===== src/rtl/fully_connect_backward.sv =====
// Backward pass of a fully-connected layer using one sequential MAC engine.
//   dX = dY * W^T   (batch x feature)
//   dW = X^T * dY   (feature x out)
//   dB = column-sum of dY (out)
// Ports:
//   clk, rst      clock, synchronous active-high reset
//   start         request, accepted only while idle
//   grad_out      dY, element [b][o] at (b*O+o)*32 +: 32
//   data          X,  element [b][f] at (b*F+f)*32 +: 32
//   weight        W,  element [f][o] at (f*O+o)*32 +: 32
//   busy          high whenever the engine is not idle
//   grad_data     dX, packed like data
//   grad_weight   dW, packed like weight
//   grad_bias     dB, element [o] at o*32 +: 32
//   result_valid  one-cycle pulse when all gradient outputs update
// Arithmetic is 32-bit two's complement; products are truncated and sums wrap.
module fully_connect_backward #(
  parameter int unsigned batch_size   = 1,
  parameter int unsigned feature_size = 3,
  parameter int unsigned bias_size    = 2
) (
  input  logic                                 clk,
  input  logic                                 rst,
  input  logic                                 start,
  input  logic [batch_size*bias_size*32-1:0]    grad_out,
  input  logic [batch_size*feature_size*32-1:0] data,
  input  logic [feature_size*bias_size*32-1:0]  weight,
  output logic                                 busy,
  output logic [batch_size*feature_size*32-1:0] grad_data,
  output logic [feature_size*bias_size*32-1:0]  grad_weight,
  output logic [bias_size*32-1:0]               grad_bias,
  output logic                                 result_valid
);

  localparam int unsigned B = batch_size;
  localparam int unsigned F = feature_size;
  localparam int unsigned O = bias_size;

  // A dimension of 1 still gets a 1-bit counter that wraps immediately.
  localparam int unsigned BW = (B > 1) ? $clog2(B) : 1;
  localparam int unsigned FW = (F > 1) ? $clog2(F) : 1;
  localparam int unsigned OW = (O > 1) ? $clog2(O) : 1;

  localparam logic [BW-1:0] BMax = BW'(B - 1);
  localparam logic [FW-1:0] FMax = FW'(F - 1);
  localparam logic [OW-1:0] OMax = OW'(O - 1);

  typedef enum logic [2:0] {StIdle, StDx, StDw, StDb, StDone} state_e;

  state_e                state_q;
  logic [B*O*32-1:0]     dy_q;
  logic [B*F*32-1:0]     x_q;
  logic [F*O*32-1:0]     w_q;
  logic [B*F*32-1:0]     dx_sh_q;
  logic [F*O*32-1:0]     dw_sh_q;
  logic [O*32-1:0]       db_sh_q;
  logic [31:0]           acc_q;
  logic [BW-1:0]         cnt_b_q;
  logic [FW-1:0]         cnt_f_q;
  logic [OW-1:0]         cnt_o_q;
  logic [B*F*32-1:0]     grad_data_q;
  logic [F*O*32-1:0]     grad_weight_q;
  logic [O*32-1:0]       grad_bias_q;
  logic                  result_valid_q;

  logic [31:0] dy_e, x_e, w_e;
  logic [31:0] mul_a, mul_b, prod, sum;

  // Operand selection for the single MAC; DB multiplies dY by one.
  always_comb begin
    dy_e  = dy_q[32*(int'(cnt_b_q)*O + int'(cnt_o_q)) +: 32];
    x_e   = x_q[32*(int'(cnt_b_q)*F + int'(cnt_f_q)) +: 32];
    w_e   = w_q[32*(int'(cnt_f_q)*O + int'(cnt_o_q)) +: 32];
    mul_a = 32'd0;
    mul_b = 32'd0;
    unique case (state_q)
      StDx: begin
        mul_a = dy_e;
        mul_b = w_e;
      end
      StDw: begin
        mul_a = x_e;
        mul_b = dy_e;
      end
      StDb: begin
        mul_a = dy_e;
        mul_b = 32'd1;
      end
      default: begin
        mul_a = 32'd0;
        mul_b = 32'd0;
      end
    endcase
    prod = mul_a * mul_b;
    sum  = acc_q + prod;
  end

  always_ff @(posedge clk) begin
    if (rst) begin
      state_q        <= StIdle;
      dy_q           <= '0;
      x_q            <= '0;
      w_q            <= '0;
      dx_sh_q        <= '0;
      dw_sh_q        <= '0;
      db_sh_q        <= '0;
      acc_q          <= '0;
      cnt_b_q        <= '0;
      cnt_f_q        <= '0;
      cnt_o_q        <= '0;
      grad_data_q    <= '0;
      grad_weight_q  <= '0;
      grad_bias_q    <= '0;
      result_valid_q <= 1'b0;
    end else begin
      result_valid_q <= 1'b0;
      unique case (state_q)
        StIdle: begin
          if (start) begin
            dy_q    <= grad_out;
            x_q     <= data;
            w_q     <= weight;
            acc_q   <= '0;
            cnt_b_q <= '0;
            cnt_f_q <= '0;
            cnt_o_q <= '0;
            state_q <= StDx;
          end
        end

        // Loop order b, f, o (o innermost).
        StDx: begin
          if (cnt_o_q == OMax) begin
            dx_sh_q[32*(int'(cnt_b_q)*F + int'(cnt_f_q)) +: 32] <= sum;
            acc_q   <= '0;
            cnt_o_q <= '0;
            if (cnt_f_q == FMax) begin
              cnt_f_q <= '0;
              if (cnt_b_q == BMax) begin
                cnt_b_q <= '0;
                state_q <= StDw;
              end else begin
                cnt_b_q <= cnt_b_q + 1'b1;
              end
            end else begin
              cnt_f_q <= cnt_f_q + 1'b1;
            end
          end else begin
            acc_q   <= sum;
            cnt_o_q <= cnt_o_q + 1'b1;
          end
        end

        // Loop order f, o, b (b innermost).
        StDw: begin
          if (cnt_b_q == BMax) begin
            dw_sh_q[32*(int'(cnt_f_q)*O + int'(cnt_o_q)) +: 32] <= sum;
            acc_q   <= '0;
            cnt_b_q <= '0;
            if (cnt_o_q == OMax) begin
              cnt_o_q <= '0;
              if (cnt_f_q == FMax) begin
                cnt_f_q <= '0;
                state_q <= StDb;
              end else begin
                cnt_f_q <= cnt_f_q + 1'b1;
              end
            end else begin
              cnt_o_q <= cnt_o_q + 1'b1;
            end
          end else begin
            acc_q   <= sum;
            cnt_b_q <= cnt_b_q + 1'b1;
          end
        end

        // Loop order o, b (b innermost).
        StDb: begin
          if (cnt_b_q == BMax) begin
            db_sh_q[32*int'(cnt_o_q) +: 32] <= sum;
            acc_q   <= '0;
            cnt_b_q <= '0;
            if (cnt_o_q == OMax) begin
              cnt_o_q <= '0;
              state_q <= StDone;
            end else begin
              cnt_o_q <= cnt_o_q + 1'b1;
            end
          end else begin
            acc_q   <= sum;
            cnt_b_q <= cnt_b_q + 1'b1;
          end
        end

        // Publish shadows in one step so outputs never show partial results.
        StDone: begin
          grad_data_q    <= dx_sh_q;
          grad_weight_q  <= dw_sh_q;
          grad_bias_q    <= db_sh_q;
          result_valid_q <= 1'b1;
          state_q        <= StIdle;
        end

        default: state_q <= StIdle;
      endcase
    end
  end

  assign busy         = (state_q != StIdle);
  assign grad_data    = grad_data_q;
  assign grad_weight  = grad_weight_q;
  assign grad_bias    = grad_bias_q;
  assign result_valid = result_valid_q;

endmodule

===== config.mk =====
export PLATFORM = sky130hd
export DESIGN_NAME = fully_connect_backward
export DESIGN_NICKNAME = d
export VERILOG_FILES = /design/src/rtl/fully_connect_backward.sv
export SDC_FILE = /design/constraint.sdc
export NUM_CORES = 2
export LEC_CHECK = 0
export CAP_MARGIN = 20
export CELL_PAD_IN_SITES_DETAIL_PLACEMENT = 2
export CELL_PAD_IN_SITES_GLOBAL_PLACEMENT = 2
export CORE_ASPECT_RATIO = 1.75
export CORE_MARGIN = 2
export CORE_UTILIZATION = 31
export CTS_BUF_LIST = sky130_fd_sc_hd__clkbuf_8
export DETAILED_ROUTE_END_ITERATION = 6
export MAX_ROUTING_LAYER = met4
export PLACE_DENSITY = 0.85
export REMOVE_ABC_BUFFERS = 1
export SYNTH_ARGS = -nofsm -noshare
export SYNTH_HDL_FRONTEND = slang
export SYNTH_SLANG_ARGS = --single-unit

===== constraint.sdc =====
create_clock -name clk -period 9.6 [get_ports clk]
set_clock_uncertainty 0.1 [all_clocks]
set_input_delay 2.88 -clock clk [delete_from_list [all_inputs] [get_ports clk]]
set_output_delay 2.88 -clock clk [all_outputs]
set_load 0.05 [all_outputs]

## After elaboration in Yosys (flattened, before gate mapping)

Index checks and enable logic that the tools add are counted.

- Flip-flop bits (word level): 1096
- Word-level logic and storage cells: 100

- $add $sub $neg: 10
- Multiply operators: 2
- Equality and inequality tests: 15
- Shift-type cells: 9
- Mux-type cells: 33
- Bitwise logic cells: 1
- Reduce and logical (&&, ||, !) cells: 15

Operators by type and width:

| cell | count |
|---|---|
| bitwise mux 192 bit | 1 |
| one-hot mux 32 bit (3 select lines) | 2 |
| variable shift 32 x 34 -> 192 bit (first input constant) | 1 |
| variable part select 192 x 33 -> 32 bit | 1 |
| variable part select 32 x 34 -> 192 bit | 1 |
| bitwise mux 96 bit | 1 |
| two-way mux 32 bit | 3 |
| variable shift 32 x 34 -> 96 bit (first input constant) | 1 |
| variable part select 32 x 34 -> 96 bit | 1 |
| variable part select 96 x 33 -> 32 bit | 1 |
| negation 9 -> 34 bit | 2 |
| bitwise mux 64 bit | 1 |
| one-hot mux 32 bit (2 select lines) | 1 |
| variable shift 32 x 33 -> 64 bit (first input constant) | 1 |
| variable part select 32 x 33 -> 64 bit | 1 |
| variable part select 64 x 9 -> 32 bit | 1 |
| negation 6 -> 33 bit | 1 |
| adder 32 bit | 1 |
| multiplier 32 x 32 -> 32 bit | 1 |
| two-way mux 3 bit | 9 |
| inequality test 2 bit (second input constant) | 10 |
| one-hot mux 3 bit (4 select lines) | 1 |
| AND reduction 2 bit | 5 |
| AND reduction 9 bit | 1 |
| other kinds (20) | 36 |

## Depth between registers and ports, before layout

- Word-level depth: 8
- Depth in mapped cells: 39

## Worst setup path after synthesis

Ideal clock, no wire load.

- Kind: register to register
- Start point: reg cnt_o_q
- End point: reg dw_sh_q[190]
- Arrival: 9.039 ns
- Data required time: 9.434 ns
- Path slack: 0.395 ns
- Stages on the path, launching flop included: 37
- Clock period less this slack: 9.205 ns
- Path through: dfxtp_1 buf_6 buf_8 buf_12 buf_6 mux4_2 a221oi_1 o22ai_1 clkbuf_1 clkbuf_1 nand2_1 fa_1 fa_1 inv_1 fa_1 inv_1 fa_1 inv_1 fa_1 inv_1 fa_1 fa_1 fa_1 inv_1 ha_1 a21o_1 a21oi_1 o21bai_1 a21o_1 a2111oi_0 o21ai_0 a31o_2 a21oi_1 xnor2_1 clkbuf_1 a22oi_1 nor2_1

- Cells in the longest elaborated chain, start to end: 7

RTL lines:

| element | RTL line | RTL |
|---|---|---|
| from (decl) | 60 | `logic [OW-1:0] cnt_o_q;` |
| from (signal assigned) | 150 | `cnt_o_q <= cnt_o_q + 1'b1;` |
| from (signal assigned) | 169 | `cnt_o_q <= cnt_o_q + 1'b1;` |
| from (signal assigned) | 187 | `cnt_o_q <= cnt_o_q + 1'b1;` |
| adder 3 x 1 -> 4 bit or adder 2 x 1 -> 3 bit (tied branches) | 73, 157, 71 |  |
| variable part select 192 x 33 -> 32 bit or variable part select 64 x 9 -> 32 bit (tied branches) | 73, 71 |  |
| one-hot mux 32 bit (3 select lines) or one-hot mux 32 bit (2 select lines) (tied branches) | 76 | `unique case (state_q)` |
| multiplier 32 x 32 -> 32 bit | 94 | `prod = mul_a * mul_b;` |
| adder 32 bit | 95 | `sum = acc_q + prod;` |
| variable part select 32 x 34 -> 192 bit | 157 | `dw_sh_q[32*(int'(cnt_f_q)*O + int'(cnt_o_q)) +: 32] <= sum;` |
| bitwise mux 192 bit (*) | 157 |  |
| to (signal, indexed assignment) | 157 |  |
| to (decl) | 55 | `logic [F*O*32-1:0] dw_sh_q;` |

Every way passes the cells marked *; elsewhere a longest branch is shown, timed or not.
A chain may end at the register's enable or synchronous reset.

## Worst setup path in the final report

- Start point: reg state_q[2]
- End point: reg acc_q[31]

- Cells in the longest elaborated chain, start to end: 7

RTL lines:

| element | RTL line | RTL |
|---|---|---|
| from (decl) | 50 | `state_e state_q;` |
| from (signal assigned) | 100 | `state_q <= StIdle;` |
| from (signal assigned) | 127 | `state_q <= StDx;` |
| from (signal assigned) | 141 | `state_q <= StDw;` |
| equality test 3 x 2 -> 1 bit or equality test 3 x 1 -> 1 bit (tied branches) | 76, 117 |  |
| OR reduction 2 bit (no line) | n/a |  |
| one-hot mux 32 bit (2 select lines) | 76 |  |
| multiplier 32 x 32 -> 32 bit | 94 |  |
| adder 32 bit | 95 |  |
| two-way mux 32 bit (on tied branches) | 156, 179, 133 |  |
| one-hot mux 32 bit (3 select lines) | 117 | `unique case (state_q)` |
| to (signal assigned) | 149 | `acc_q <= sum;` |
| to (signal assigned) | 172 | `acc_q <= sum;` |
| to (signal assigned) | 190 | `acc_q <= sum;` |
| to (decl) | 57 | `logic [31:0] acc_q;` |

Several ways; a longest one is shown, not always the timed one.

==> impl_metrics.toml <==
[status]
outcome = "finished, final reports clean"

[clock_tree]
tritoncts.num_buffers = 174
htree_num_levels = 4
clock_sink_count = 1095
clkLatencyLatePin_ns = 0.94
tritoncts = "done"
cts.clk_slew.worst_paths_ns = 0.06
clk_root_buffer_cell = "clkbuf_8"
clock_tree.buffer_depth = 4

[layout]
stdcell_area_um2 = 72200
final.fill_count = 20300
synthToLayoutAreaGrowth_pct = 26.3
final_util_pct = 39.4
layout-drive-gt1-share_pct = 10.2
layoutNonFillerInstCount = 10100
final_nets = 8501

[placement]
place.gp.congestion = 0.969
place.detailed.instances = 9807
post_place_setup_slack_ns = -0.258
dp_hpwl_um = 196000
place.port_buffers = 708
placement.cell_area_um2 = 68400

[logic_synthesis]
area_share_of_fa_ha_maj_cells_after_synthesis_pct = 18.3
synth_commonest_cells = "1806 x nand2_1, 1095 x dfxtp_1, 906 x a21oi_1"
yosys.area.top_type = "dfxtp_1"
postSynthCellCount = 6887
synth_area_per_cell_um2 = 8.30
synthFlopType = "dfxtp_1"
asyncSetResetFlopFracSynth_pct = 0
synth_top_family_by_area = "simple AND/OR/NAND/NOR gates"
yosys-top-cells-area = "dfxtp_1 38%, fa_1 15%, nand2_1 12%, a21oi_1 7.9%, nor2_1 4.1%"
yosysSeqAreaShare_pct = 38.4
synth-edff-count = 0
synthXorXnorAreaFrac_pct = 1.49
postSynthRegisterBits = 1095
yosys_warnings = 0
synthSimpleGateAreaFrac_pct = 18.5
synth_compound_gate_area_share_pct = 13.1
netlist_area_um2 = 57200
synth.top_cell.area_share_pct = 38.4
synth.area.mux_share_pct = 3.05
synth_cell_types = 70
synth.most_common_cell = "nand2_1"

[grt]
largest_net_degree_at_the_start_of_global_routing = 201
via_count_of_the_first_global_routing_pass = 59400
globalRoute.totalOverflow = 0
globalRouteTotalUtil_pct = 28.3
global_route_wire_length_before_repair_um = 384000
grt_antenna_before_repair = 6

[floorplanning]
top_level_ports = 709
die-height_um = 572
core_region_area_um2 = 183000
die_w_um = 329
rows = 208
dieArea_um2 = 188000
effective_utilization_at_floorplan_pct = 31.2

[timing]
setup-tns-final_ns = 0
slew-limit-headroom_pct = 22.0
final.period_utilization_pct = 98.3
slew_violations = 0
final_setup_slack_of_the_worst_path_ns = 0.163
worstMarginPinSlew_ns = 1.17
timing.final.crit_period_ns = 9.44
finalSetupViolations = 0
finalHoldViolations = 0
clock.fmax_ghz = 0.106

[worst_setup_path]
end_kind = "register"
largest_stage_delay_on_the_critical_path_ns = 0.60
regToRegStartpoint = "state_q[2]"
crit-reg2reg-capture = "acc_q[31]"
worst-path-max-fanout = 32
startpoint_type = "register"
worst-r2r-cell-count = 31
worst_reg_to_reg_setup_slack_ns = 0.16
arrival_ns = 10.08
worstSetupPathType = "register to register"
cp_common_cell = "fa_1"
crit_path_top_delay_cell = "fa_1"
critical_path_required_ns = 10.25

[drt]
final_antenna_net_count = 0
dr_total_vias = 52100
viasPerCell = 5.15
route.final.wire_length_um = 263000
detail_route.wl_per_cell_um = 26.0
drc_errors = 0
tritonroute_pass_1_iters = 5
dr.first_iter.drc_count = 2644

[job]
max_cap_viol_count = 0

[pwr]
power_leakage_nw = 27.6
power-per-cell-area_nw_per_um2 = 137
max-vdd-ir-drop_v = 0.0000882

[min_path]
min_path_cells = 2
hold_path_end = "grad_weight[143]"
timing.hold.worst.class = "register to register"
worstHoldStart = "dw_sh_q[143]"
per-layer routing:
layer / up-vias / GRT usage [%] / part of all wire, %
li1: 23300 / - / -
met1: 26600 / 28.6 / 36
met2: 1504 / 51.3 / 53
met3: 706 / 3.18 / 3.7
met4: 0 / 18.5 / 7.6
met5: - / - / 0
where the power goes:
group / internal [mW] / total, mW / leakage, nW / switching, mW
registers: 4.63 / 4.69 / 8.87 / 0.0579
logic: 0.388 / 0.995 / 16.7 / 0.607
clock network: 2.22 / 4.20 / 2.03 / 1.98
flip-flops by register name, indices dropped and copies added (netlist names):
signal / flops
x_q: 96
acc_q: 32
state_q: 3
dx_sh_q: 96
db_sh_q: 64
cnt_f_q: 2
w_q: 192
dw_sh_q: 192
result_valid: 1
grad_weight: 192
dy_q: 64
cnt_o_q: 1
grad_bias: 64
grad_data: 96
logic make-up after synthesis:
family / Yosys count
adder cells (fa/ha/maj): 573
AO/OA/AOI/OAI: 1282
XOR/XNOR: 83
flip-flops: 1095
buffers and inverters: 1056
AND/OR/NAND/NOR: 2668
multiplexers: 130
what timing repair did:
| item | in CTS | in global routing |
|---|---|---|
| pin swaps | 0 | 5 |
| endpoints found under the setup margin | 20 | 92 |
| buffers inserted | 0 | 4 |
| hold buffers | 0 | 0 |
| resized for setup | 9 | 32 |
per-stage QoR:
step	hold WS [ns]	power, mW
4_1_cts	0.310	10.0
3_3_place_gp	0.335	5.74
3_5_place_dp	0.346	5.78
5_1_grt	0.330	10.3
6_report	0.315	9.88
2_1_floorplan	0.325	5.19
cell type report:
type	instances	area, µm²	share of cell area [%]
inverter	552	2070	2.87
antenna	6	15.0	0.0208
tap	2415	3020	4.19
timing repair buffer	1014	10000	13.8
clock buffer	220	3030	4.19
multi-input combinational	4736	31600	43.8
sequential	1095	21900	30.4
clock inverter	81	520	0.721
worst max path at each step:
stage | from | endpoint | slack [ns] | depth (start not counted)
after detailed placement | cnt_o_q | dw_sh_q[126] | -0.26 | 33
after global routing | cnt_o_q | acc_q[31] | -0.04 | 33
after CTS | cnt_o_q | acc_q[31] | 0.008 | 33
after global placement | cnt_o_q | dw_sh_q[62] | -0.19 | 33
after floorplan | start | dy_q[0] | -4.41 | 4
final | state_q[2] | acc_q[31] | 0.16 | 31
critical path, delay by kind of cell (launching register included):
family / cells / cell delay, ns
buf+inv: 8 / 1.15
fa+ha+maj: 8 / 4.25
xor+xnor: 9 / 2.20
compound gates: 2 / 0.22
simple gates: 4 / 0.93
flops: 1 / 0.32
placed cells by master, fill, tap and decap left out, drive strengths merged, types with 15 or more instances in the layout:
cell type and n:
a21o 20, a21oi 906, a221oi 18, a22oi 222
buf 307, clkbuf 220, clkdlybuf4s50 707, dfxtp 1095
fa 438, ha 135, inv 610, mux2 33
mux2i 65, mux4 32, nand2 1806, nand2b 55
nand3 51, nor2 619, nor2b 16, nor3 34
o21ai 17, o22a 15, o22ai 16, o2bb2ai 26
or2 54, xnor2 62
(Power assumes the default switching activity.)
